==> src/rtl/algo_1r1w_ingress_ctl.sv <==
// rtl/algo_1r1w_ingress_ctl.sv - client ingress stage: write queue, read register, refresh pulse, RAW stall
module algo_1r1w_ingress_ctl #(
    parameter int WIDTH   = 32,
    parameter int BITADDR = 13,
    parameter int WQDEPTH = 4,
    parameter int BITWQ   = 2,
    parameter int REFRESH = 1,
    parameter int REFFREQ = 6
) (
    input  logic               clk,
    input  logic               rst,
    input  logic               cl_write,
    input  logic [BITADDR-1:0] cl_wr_adr,
    input  logic [WIDTH-1:0]   cl_din,
    output logic               cl_wr_rdy,
    input  logic               cl_read,
    input  logic [BITADDR-1:0] cl_rd_adr,
    output logic               cl_rd_rdy,
    input  logic               ready,
    output logic               refr,
    output logic               write,
    output logic [BITADDR-1:0] wr_adr,
    output logic [WIDTH-1:0]   din,
    output logic               read,
    output logic [BITADDR-1:0] rd_adr
);

    localparam int CNTW = (REFFREQ > 2) ? $clog2(REFFREQ) : 1;
    localparam logic [CNTW-1:0]  CNTLAST = CNTW'(REFFREQ - 1);
    localparam logic [BITWQ:0]   QFULL   = (BITWQ + 1)'(WQDEPTH);

    typedef enum logic {INIT, RUN} stateT;

    stateT              state;
    logic [BITADDR-1:0] qAdr [WQDEPTH];
    logic [WIDTH-1:0]   qDat [WQDEPTH];
    logic [BITWQ-1:0]   wrPtr;
    logic [BITWQ-1:0]   rdPtr;
    logic [BITWQ:0]     occ;
    logic [CNTW-1:0]    cnt;

    logic               isRun;
    logic               qEmpty;
    logic               qFull;
    logic               refrNxt;
    logic               push;
    logic               pop;
    logic               rdAccept;
    logic               hit;
    logic [BITWQ-1:0]   slotOff;

    assign isRun     = (state == RUN);
    assign qEmpty    = (occ == '0);
    assign qFull     = (occ == QFULL);
    assign refrNxt   = (REFRESH != 0) && isRun && (cnt == CNTLAST);
    // Refresh wins the slot: a pop is held back so write and refr never coincide.
    assign pop       = isRun && !qEmpty && !refrNxt;
    assign cl_wr_rdy = isRun && !qFull;
    assign push      = cl_write && cl_wr_rdy;
    assign cl_rd_rdy = isRun && !hit;
    assign rdAccept  = cl_read && cl_rd_rdy;

    // Read hazard: compare against every live queue slot, including the one popping now.
    always_comb begin
        hit     = 1'b0;
        slotOff = '0;
        for (int i = 0; i < WQDEPTH; i++) begin
            slotOff = BITWQ'(i) - rdPtr;
            if (({1'b0, slotOff} < occ) && (qAdr[i] == cl_rd_adr)) begin
                hit = 1'b1;
            end
        end
    end

    // Queue storage; no reset needed because occupancy alone defines validity.
    always_ff @(posedge clk) begin
        if (push) begin
            qAdr[wrPtr] <= cl_wr_adr;
            qDat[wrPtr] <= cl_din;
        end
    end

    // Control FSM, queue pointers, refresh counter and registered memory-side outputs.
    always_ff @(posedge clk) begin
        if (rst) begin
            state  <= INIT;
            wrPtr  <= '0;
            rdPtr  <= '0;
            occ    <= '0;
            cnt    <= '0;
            refr   <= 1'b0;
            write  <= 1'b0;
            wr_adr <= '0;
            din    <= '0;
            read   <= 1'b0;
            rd_adr <= '0;
        end else begin
            if (state == INIT && ready) begin
                state <= RUN;
            end
            if (isRun) begin
                cnt <= (cnt == CNTLAST) ? '0 : cnt + 1'b1;
            end
            refr  <= refrNxt;
            write <= pop;
            if (pop) begin
                wr_adr <= qAdr[rdPtr];
                din    <= qDat[rdPtr];
                rdPtr  <= rdPtr + 1'b1;
            end
            if (push) begin
                wrPtr <= wrPtr + 1'b1;
            end
            case ({push, pop})
                2'b10:   occ <= occ + 1'b1;
                2'b01:   occ <= occ - 1'b1;
                default: occ <= occ;
            endcase
            read <= rdAccept;
            if (rdAccept) begin
                rd_adr <= cl_rd_adr;
            end
        end
    end

    // Structural invariants of the queue and the memory-side slot sharing.
    a_noPushFull:  assert property (@(posedge clk) disable iff (rst) !(push && qFull));
    a_noPopEmpty:  assert property (@(posedge clk) disable iff (rst) !(pop && qEmpty));
    a_noWriteRefr: assert property (@(posedge clk) disable iff (rst) !(write && refr));

endmodule

==> config.mk <==
export PLATFORM = sky130hd
export DESIGN_NAME = algo_1r1w_ingress_ctl
export DESIGN_NICKNAME = d
export VERILOG_FILES = /design/src/rtl/algo_1r1w_ingress_ctl.sv
export SDC_FILE = /design/constraint.sdc
export NUM_CORES = 1
export LEC_CHECK = 0
export ABC_AREA = 1
export CAP_MARGIN = 20
export CORE_AREA = 2 2 146 148
export DETAILED_ROUTE_END_ITERATION = 7
export DIE_AREA = 0 0 148 150
export PLACE_DENSITY_LB_ADDON = 0.2
export SLEW_MARGIN = 20
export SYNTH_ARGS = -nofsm -noshare
export SYNTH_HDL_FRONTEND = slang
export SYNTH_SLANG_ARGS = --single-unit
==> constraint.sdc <==
create_clock -name clk -period 2.9 [get_ports clk]
set_input_delay 0.58 -clock clk [delete_from_list [all_inputs] [get_ports clk]]
set_output_delay 0.58 -clock clk [all_outputs]
set_load 0.02 [all_outputs]
* Word level (Yosys, flattened, before mapping) *
Memory sizes are Yosys's and may differ from the RTL's. A register that Yosys moved wholly into a read port is not among the register bits.
Cells that the tools add are included.

cells by class
  $add $sub $neg = 9
  multipliers = 0
  div/mod/pow operators = 0
  magnitude comparators = 4
  eq/ne operators = 8
  shift operators = 0
  mux-type cells = 8
  bitwise operators = 1
  reductions and logical operators = 18

operators with widths
  operator             number
  $eq 13x13->1         4
  $logic_and 1x1->1    12
  $lt 2x3->1           4
  $add 3x1->3 const B  2
  $eq 3x3->1 const B   2
  $mux 1               6
  $pmux 3 s2           1
  $add 2x1->2 const B  2
  $logic_not 1->1      4
  $sub 1x2->2 const A  2
  $sub 2x2->2 const A  2
  $logic_not 3->1      1
  $mux 3               1
  $sub 3x1->3 const B  1
  $eq 2x1->1 const B   1
  $eq 2x2->1 const B   1
  $reduce_bool 2->1    1
  $not 1->1            1

storage, ports and cells
  register bits = 27
  latch bits = 0
  bits in writable memories = 180
  ROM bits = 0
  word-level logic and storage cells = 59
  memories kept = 2

memory list
  memory  depth  bits a word  rd ports  clocked after memory_dff  write ports  line  RTL
  qDat    4      32           1         1                         1            36    logic [WIDTH-1:0] qDat [WQDEPTH];
  qAdr    4      13           5         1                         1            35    logic [BITADDR-1:0] qAdr [WQDEPTH];

* Longest topological paths before layout *
Gate-level depths: netlist (run 1).

  depth after elaboration = 10
  gate-level depth with buffers = 17
  gate-level depth less buffers = 15

* Worst setup path before layout (run 1) *
No wires, ideal clock.

  kind = register to register
  start = register state (netlist: isRun)
  end = memory qAdr[0][0], enable pin
  arrival time = 3.179 ns
  data required time = 2.452 ns
  setup slack = -0.727 ns
  stages on the path, launching flop included = 5
  path buffers = 0
  path through = dfxtp_1 inv_1 a31oi_1 nand2_1 nor2_1

on the way
  longest elaborated chain between the ends = 4

ends and longest elaborated chain
  what                          line  RTL
  from (decl)                   34    stateT state;
  from (signal assigned)        86    state <= INIT;
  from (signal assigned)        99    state <= RUN;
  $logic_and 1x1->1             58    assign cl_wr_rdy = isRun && !qFull;
  via cl_wr_rdy                 15    output logic cl_wr_rdy,
  $logic_and 1x1->1             59    assign push = cl_write && cl_wr_rdy;
  $mux 1                        77    if (push) begin
  $mux 1 (implied by the code)  78    qAdr[wrPtr] <= cl_wr_adr;
  to (decl)                     35

The timed path passes the listed nets, and every way through them passes these cells.

* Final worst setup path (run 1) *
  start = register rdPtr[0]
  end = output port cl_rd_rdy

on the way
  longest elaborated chain between the ends = 9
  elaborated cells between the ends (all ways) = 18

ends and longest elaborated chain
  what                    line  RTL
  from (decl)             38    logic [BITWQ-1:0] rdPtr;
  from (signal assigned)  109   rdPtr <= rdPtr + 1'b1;
  $sub 1x2->2             68    slotOff = BITWQ'(i) - rdPtr;
  $lt 2x3->1              69    if (({1'b0, slotOff} < occ) && (qAdr[i] == cl_rd_adr)) begin
  $logic_and 1x1->1       69
  $mux 1 (3 in a row)     69
  $mux 1 *                69
  $logic_not 1->1 *       60    assign cl_rd_rdy = isRun && !hit;
  $logic_and 1x1->1 *     60
  to (decl)               18    output logic cl_rd_rdy,

Every way passes the cells marked *; elsewhere a longest branch is shown, timed or not.

==> run metrics, run 1 <==
CTS max path bufs=3; most common library cell in the layout ignoring fill and taps=edfxtp_1; post-route ant nets=0; # DRC=0; leakage power=~4.7 nW; Worst-path clk slew=60 ps; die height=about 150 µm; Final Skew=between 9 and 10 ps; post-synthesis cell type count=33; die area=about 22000 µm²; min cycle time layout=2780 ps; Crit path top cell by count=inv_2; GRT Util Overall=a little over a fifth; Pwr Total=8.66 mW; Avg Cell Area, Syn=11.3 µm²; status=completed; core area=20700 µm²; area of the multi-input gates=2850 µm²; final net count=about 1100; synthesized flop and latch total=252; final weighted congestion in routability-driven placement=approximately 0.87; crit end category=primary output; RSZ-0062 raised after global routing=false; critical path, cell by cell=inv_2 -> nor2_4 -> inv_2 -> nand2_2 -> inv_2 -> ha_1 -> a21boi_2 -> o21ai_2 -> nand3_2 -> nor2_4 -> nor3_4 -> buf_6; worst flop-to-flop path endpoint=rd_adr[3]; drt total wl=24400 µm; vias per cell=5.42; # setup viols final=0; Initial DRC Count=602; Slew HR=between 40% and 50%; CTS root buffer=clkbuf_16; fill count=about 1700; area delta synth->final=27.6%; most frequent cells in the layout=edfxtp_1 (180), nand2_1 (130), clkdlybuf4s50_1 (124), nand3_1 (86), inv_1 (85); crit path kind=reg2out; Starting Density=between 40% and 50%; Worst Hold Class=reg2reg; Max Fanout on Critical Path=4; Seq/Total Area, Yosys=around two thirds; Post-DP Area=roughly 12000 µm²; hold endpoint=cnt[2]; final worst slack=between 100 and 150 ps; CP required=2320 ps; GRT overflow=0; achievable frequency=0.360 GHz; layout cells sized above 1=between 10 and 15%; asr flop ratio synth=0%; # IOs=126; Worst Max-Slew Pin Slew=897 ps; vias=7279; final instance area=approximately 13000 µm²; CP peak stage delay=about 340 ps; # rows=53; largest net degree at the start of global routing=93; CP arrival=approximately 2200 ps; Clock Latency Late Sink=530 ps; CP top delay family=simple AND/OR/NAND/NOR gates; CTS H-Tree Depth=1; Mapped Nets=between 900 and 1000; Setup WS pre-CTS=-315 ps; mapped cell area=approximately 10000 µm²; PortBufs=approximately 130; Synth Warn #=0; Crit-path slowest cell=dfxtp_2; total CTS buffers=27; reg2reg path depth=17; number of global-route vias before repair=6990; Top FF cell, synth=edfxtp_1; R2R Path Start=rdPtr[0]; Die Span X=148 µm; HP Start=cnt[2]; pwr dens=665 nW/µm²; router iterations before antenna repair=5; register area=6850 µm²; count of final hold-check violations=0; first-pass GRT wire length=37600 µm; Critical Path Source Type=register; max-slew violations=0; CTS tree=done; CTS hold repair buffers=0; Post-Syn Instances=899; max-cap violation count=0; wire length per cell=18.2 µm; Final period util=95.8%; VDD IR-drop max=0.529 mV; post-DP HPWL=14800 µm; clk sink count=252; CP bufs+invs=4; TNS Setup=0 ps; worst hold stages=2; EDFF count, synth=180; antenna violations before repair=0; Reg2Reg Setup Slack=580 ps
[tightest hold or removal path, cell delays in order (launching register included)]
cell and delay [ps]:
dfxtp_1 310, inv_1 60, a21oi_1 70
[worst max path at each step]
stage	startpoint	end	slack, ps	cells after the start
after floorplan	isRun	qAdr[0][0]	-730	4
after global placement	cl_rd_adr[8]	cl_rd_rdy	-310	12
after detailed placement	cl_rd_adr[5]	cl_rd_rdy	-310	12
after CTS	rdPtr[0]	cl_rd_rdy	70	12
after global routing	rdPtr[0]	cl_rd_rdy	10	12
final	rdPtr[0]	cl_rd_rdy	120	12
[routing by layer]
| metal | global-route usage (%) | vias up | part of all wire (%) |
|---|---|---|---|
| met5 | 0 | - | 0 |
| met2 | 36.0 | 288 | 47 |
| met3 | 3.81 | 38 | 7.2 |
| met4 | 6.19 | 0 | 2.0 |
| met1 | 30.0 | 3445 | 43 |
| li1 | - | 3508 | - |
[layout make-up]
cell class / instances / share of cell area [%]
Timing Repair Buffer: 169 / 12.9
Inverter: 95 / 2.74
Multi-Input combinational cell: 502 / 21.9
Clock inverter: 19 / 1.58
Sequential cell: 252 / 52.7
Antenna cell: 1 / 0.0192
Clock buffer: 31 / 5.54
Tap cell: 275 / 2.64
[repair_timing]
action,CTS,global route
hold endpoints to repair,0,0
pin swaps,6,6
gates resized for setup,14,2
buffers inserted,3,1
setup endpoints to repair,1,1
[report_power, final]
part           switching, mW  total [mW]  internal (mW)
clock                   1.37        3.51           2.14
combinational          0.635        1.08          0.443
sequential            0.0764        4.07           3.99
total                   2.08        8.66           6.58
[metrics by stage]
step | hold slack (ps) | util [%] | instances
after floorplan | 446 | - | 899
after global placement | 461 | 58.2 | 1290
after detailed placement | 486 | 58.2 | 1290
after CTS | 497 | 62.8 | 1342
after global routing | 518 | 62.9 | 1343
final | 499 | 62.9 | 1344
[logic make-up after synthesis]
group	synth area share (%)
adder cells (fa/ha/maj)	1.30
AO/OA/AOI/OAI	10.8
buffers and inverters	5.67
AND/OR/NAND/NOR	13.5
XOR/XNOR	1.63
flip-flops	67.1
[registers in the layout, indices dropped and copies added, names as in the netlist, 2 cells and up]
| signal | flops |
|---|---|
| qDat | 128 |
| qAdr | 52 |
| din | 32 |
| rd_adr | 13 |
| wr_adr | 13 |
| cnt | 3 |
| occ | 3 |
| rdPtr | 2 |
| wrPtr | 2 |
[cells in the mapped netlist (3+ instances only)]
cell type  number  share of area [%]
nand2_1       131                4.8
a21oi_1        14               0.69
nor2_1         61                2.2
nor3_1          8               0.39
clkbuf_1       27               0.99
dfxtp_1        72                 14
inv_1          88                3.2
a22oi_1        44                3.2
nand3_1        87                4.3
buf_1           3               0.11
edfxtp_1      180                 53
a31oi_1         7               0.43
xor2_1         14                1.2
nand4_1        16               0.98
o21ai_0        55                2.7
buf_2          18               0.88
ha_1            9                1.1
inv_2           7               0.26
a41oi_1        40                3.4
xnor2_1         5               0.43
No activity file was read; power rests on OpenSTA's default activity.
==> inputs of run 2 (changes only) <==
CORE_AREA = 2 2 210 129   (was 2 2 146 148)
CTS_CLUSTER_SIZE = 14   (was default)
DIE_AREA = 0 0 212 131   (was 0 0 148 150)
==> run metrics, run 2 (same netlist as run 1, synthesis figures left out) <==
status=completed; CP top delay family=buffers and inverters; Final period util=97.1% (+1.3 points); Crit-path slowest cell=clkdlybuf4s50_1; CP bufs+invs=4 (unchanged); min cycle time layout=2820 ps (+36.9 ps); Die Span X=212 µm (+43%); final instance area=13100 µm² (+0.55%); die height=131 µm (-13%); CP arrival=2240 ps (+40 ps); PortBufs=125 (unchanged); # setup viols final=0 (unchanged); leakage power=4.73 nW (+0.21%); post-route ant nets=0 (unchanged); clk sink count=252 (unchanged); drt total wl=26700 µm (+9.4%); Max Fanout on Critical Path=5 (+1); critical path, cell by cell=clkdlybuf4s50_1 -> inv_2 -> nand2_1 -> nand2_1 -> nor2_1 -> nand2_1 -> nor2_1 -> nand3_1 -> nand2_2 -> nor3_2 -> buf_4 -> buf_6; final weighted congestion in routability-driven placement=0.858 (-0.96%); VDD IR-drop max=0.291 mV (-45%); wire length per cell=18.6 µm (+2.6%); Setup WS pre-CTS=-317 ps (-2.17 ps); Reg2Reg Setup Slack=460 ps (-120 ps); CTS hold repair buffers=0 (unchanged); switching fraction of total power=24.4% (+0.37 points); vias per cell=5.03 (-7.0%); Clock Latency Late Sink=530 ps (about the same); # rows=46 (-13%); Initial DRC Count=584 (-3.0%); NetSw=2.07 mW (-0.60%); area delta synth->final=28.3%; Clock Power Share=39.1% (-1.4 points); Reg power frac=48.0% (+1.0 points); count of final hold-check violations=0 (unchanged); crit end category=primary output; Slew HR=41.6% (+1.5 points); Critical Path Source Type=input pin; Largest Register=qDat; Final Skew=17.6 ps (+7.86 ps); CTS H-Tree Depth=1 (unchanged); max reg flops=128 (unchanged); first-pass GRT wire length=40600 µm (+8.0%); total CTS buffers=24 (-11%); router iterations before antenna repair=5 (unchanged); final net count=1127 (+0.63%); Power Internal=6.41 mW (-2.6%); # IOs=126 (unchanged); most frequent cells in the layout=edfxtp_1 (180), nand2_1 (128), clkdlybuf4s50_1 (120), nand3_1 (87), inv_1 (84); Crit path top cell by count=nand2_1; final core area utilization=50.4% (-12 points); die area=27800 µm² (+25%); largest registers=qDat (128), qAdr (52), din (32); post-DP HPWL=16900 µm (+14%); achievable frequency=0.355 GHz (-1.3%); Comb power frac=12.9% (+0.4 points); Pwr Total=8.48 mW (-2.1%); crit path kind=in2out; largest net degree at the start of global routing=73 (-22%); fill count=2296 (+39%); # DRC=0 (unchanged); CP required=2320 ps (about the same); Post-DP Area=12200 µm² (+0.97%); GRT overflow=0 (unchanged); pwr dens=648 nW/µm² (-2.6%); final worst slack=84.9 ps (-36.9 ps); Worst Hold Class=reg2reg; CP peak stage delay=590 ps (+250 ps); max-slew violations=0 (unchanged); TNS Setup=0 ps (unchanged); Worst-path clk slew=60 ps (about the same); CTS tree=done; Starting Density=39.3% (-10 points); layout cells sized above 1=11.4% (+0.14 points); max-cap violation count=0 (unchanged); CTS max path bufs=3 (unchanged); core area=26000 µm² (+25%); CTS root buffer=clkbuf_16; GRT Util Overall=19.5% (-2.4 points); vias=7215 (-0.88%); Worst Max-Slew Pin Slew=876 ps (-21.8 ps); antenna violations before repair=3 (+3); number of global-route vias before repair=6766 (-3.2%); most common library cell in the layout ignoring fill and taps=edfxtp_1
[run 2: cell type report]
cell class,instances,area [µm²],share of cell area (%)
Antenna cell,1,2.50,0.0191
Clock buffer,35,672,5.14
Clock inverter,9,159,1.21
Inverter,95,359,2.74
Multi-Input combinational cell,502,2870,21.9
Sequential cell,252,6850,52.4
Tap cell,360,450,3.44
Timing Repair Buffer,179,1720,13.2
[run 2: metal layers]
layer  track usage (%)  vias up  part of all wire, %
li1                  -     3522                    -
met1              30.1     3441                   51
met2              28.1      219                   41
met3              4.54       29                  6.6
met4              2.98        4                  1.1
met5                 0        -                0.090
[run 2: repair_timing]
action,4_1_cts,5_1_grt
resized for setup,12,14
setup endpoints to repair,1,1
pin swaps,3,8
setup buffers,2,3
hold endpoints to repair,0,0
[run 2: path summary, 6_finish.rpt]
path | from | endpoint | cells after the start
setup / recovery | cl_rd_adr[4] | cl_rd_rdy | 12
hold / removal | cnt[2] | cnt[2] | 2
setup reg to reg | rdPtr[0] | rd_adr[11] | 18
hold reg to reg | cnt[2] | cnt[2] | 2
[run 2: power groups by stage]
stage / Clock [mW] / Combinational [mW] / Sequential [mW]
after detailed placement: 0 / 1.08 / 4.14
after floorplan: 0 / 0.470 / 4.22
final: 3.31 / 1.10 / 4.07
after global routing: 3.52 / 1.20 / 4.08
after global placement: 0 / 1.07 / 4.15
after CTS: 3.38 / 1.08 / 4.07
[run 2: worst min-delay path, stage by stage (launching register included)]
cell	delay, ps
dfxtp_1	310
inv_1	60
a21oi_1	60
[run 2: stage by stage]
stage / hold WS [ps] / instances
2_1_floorplan: 446 / 899
3_3_place_gp: 460 / 1383
3_5_place_dp: 475 / 1383
4_1_cts: 482 / 1429
5_1_grt: 504 / 1432
6_report: 474 / 1433
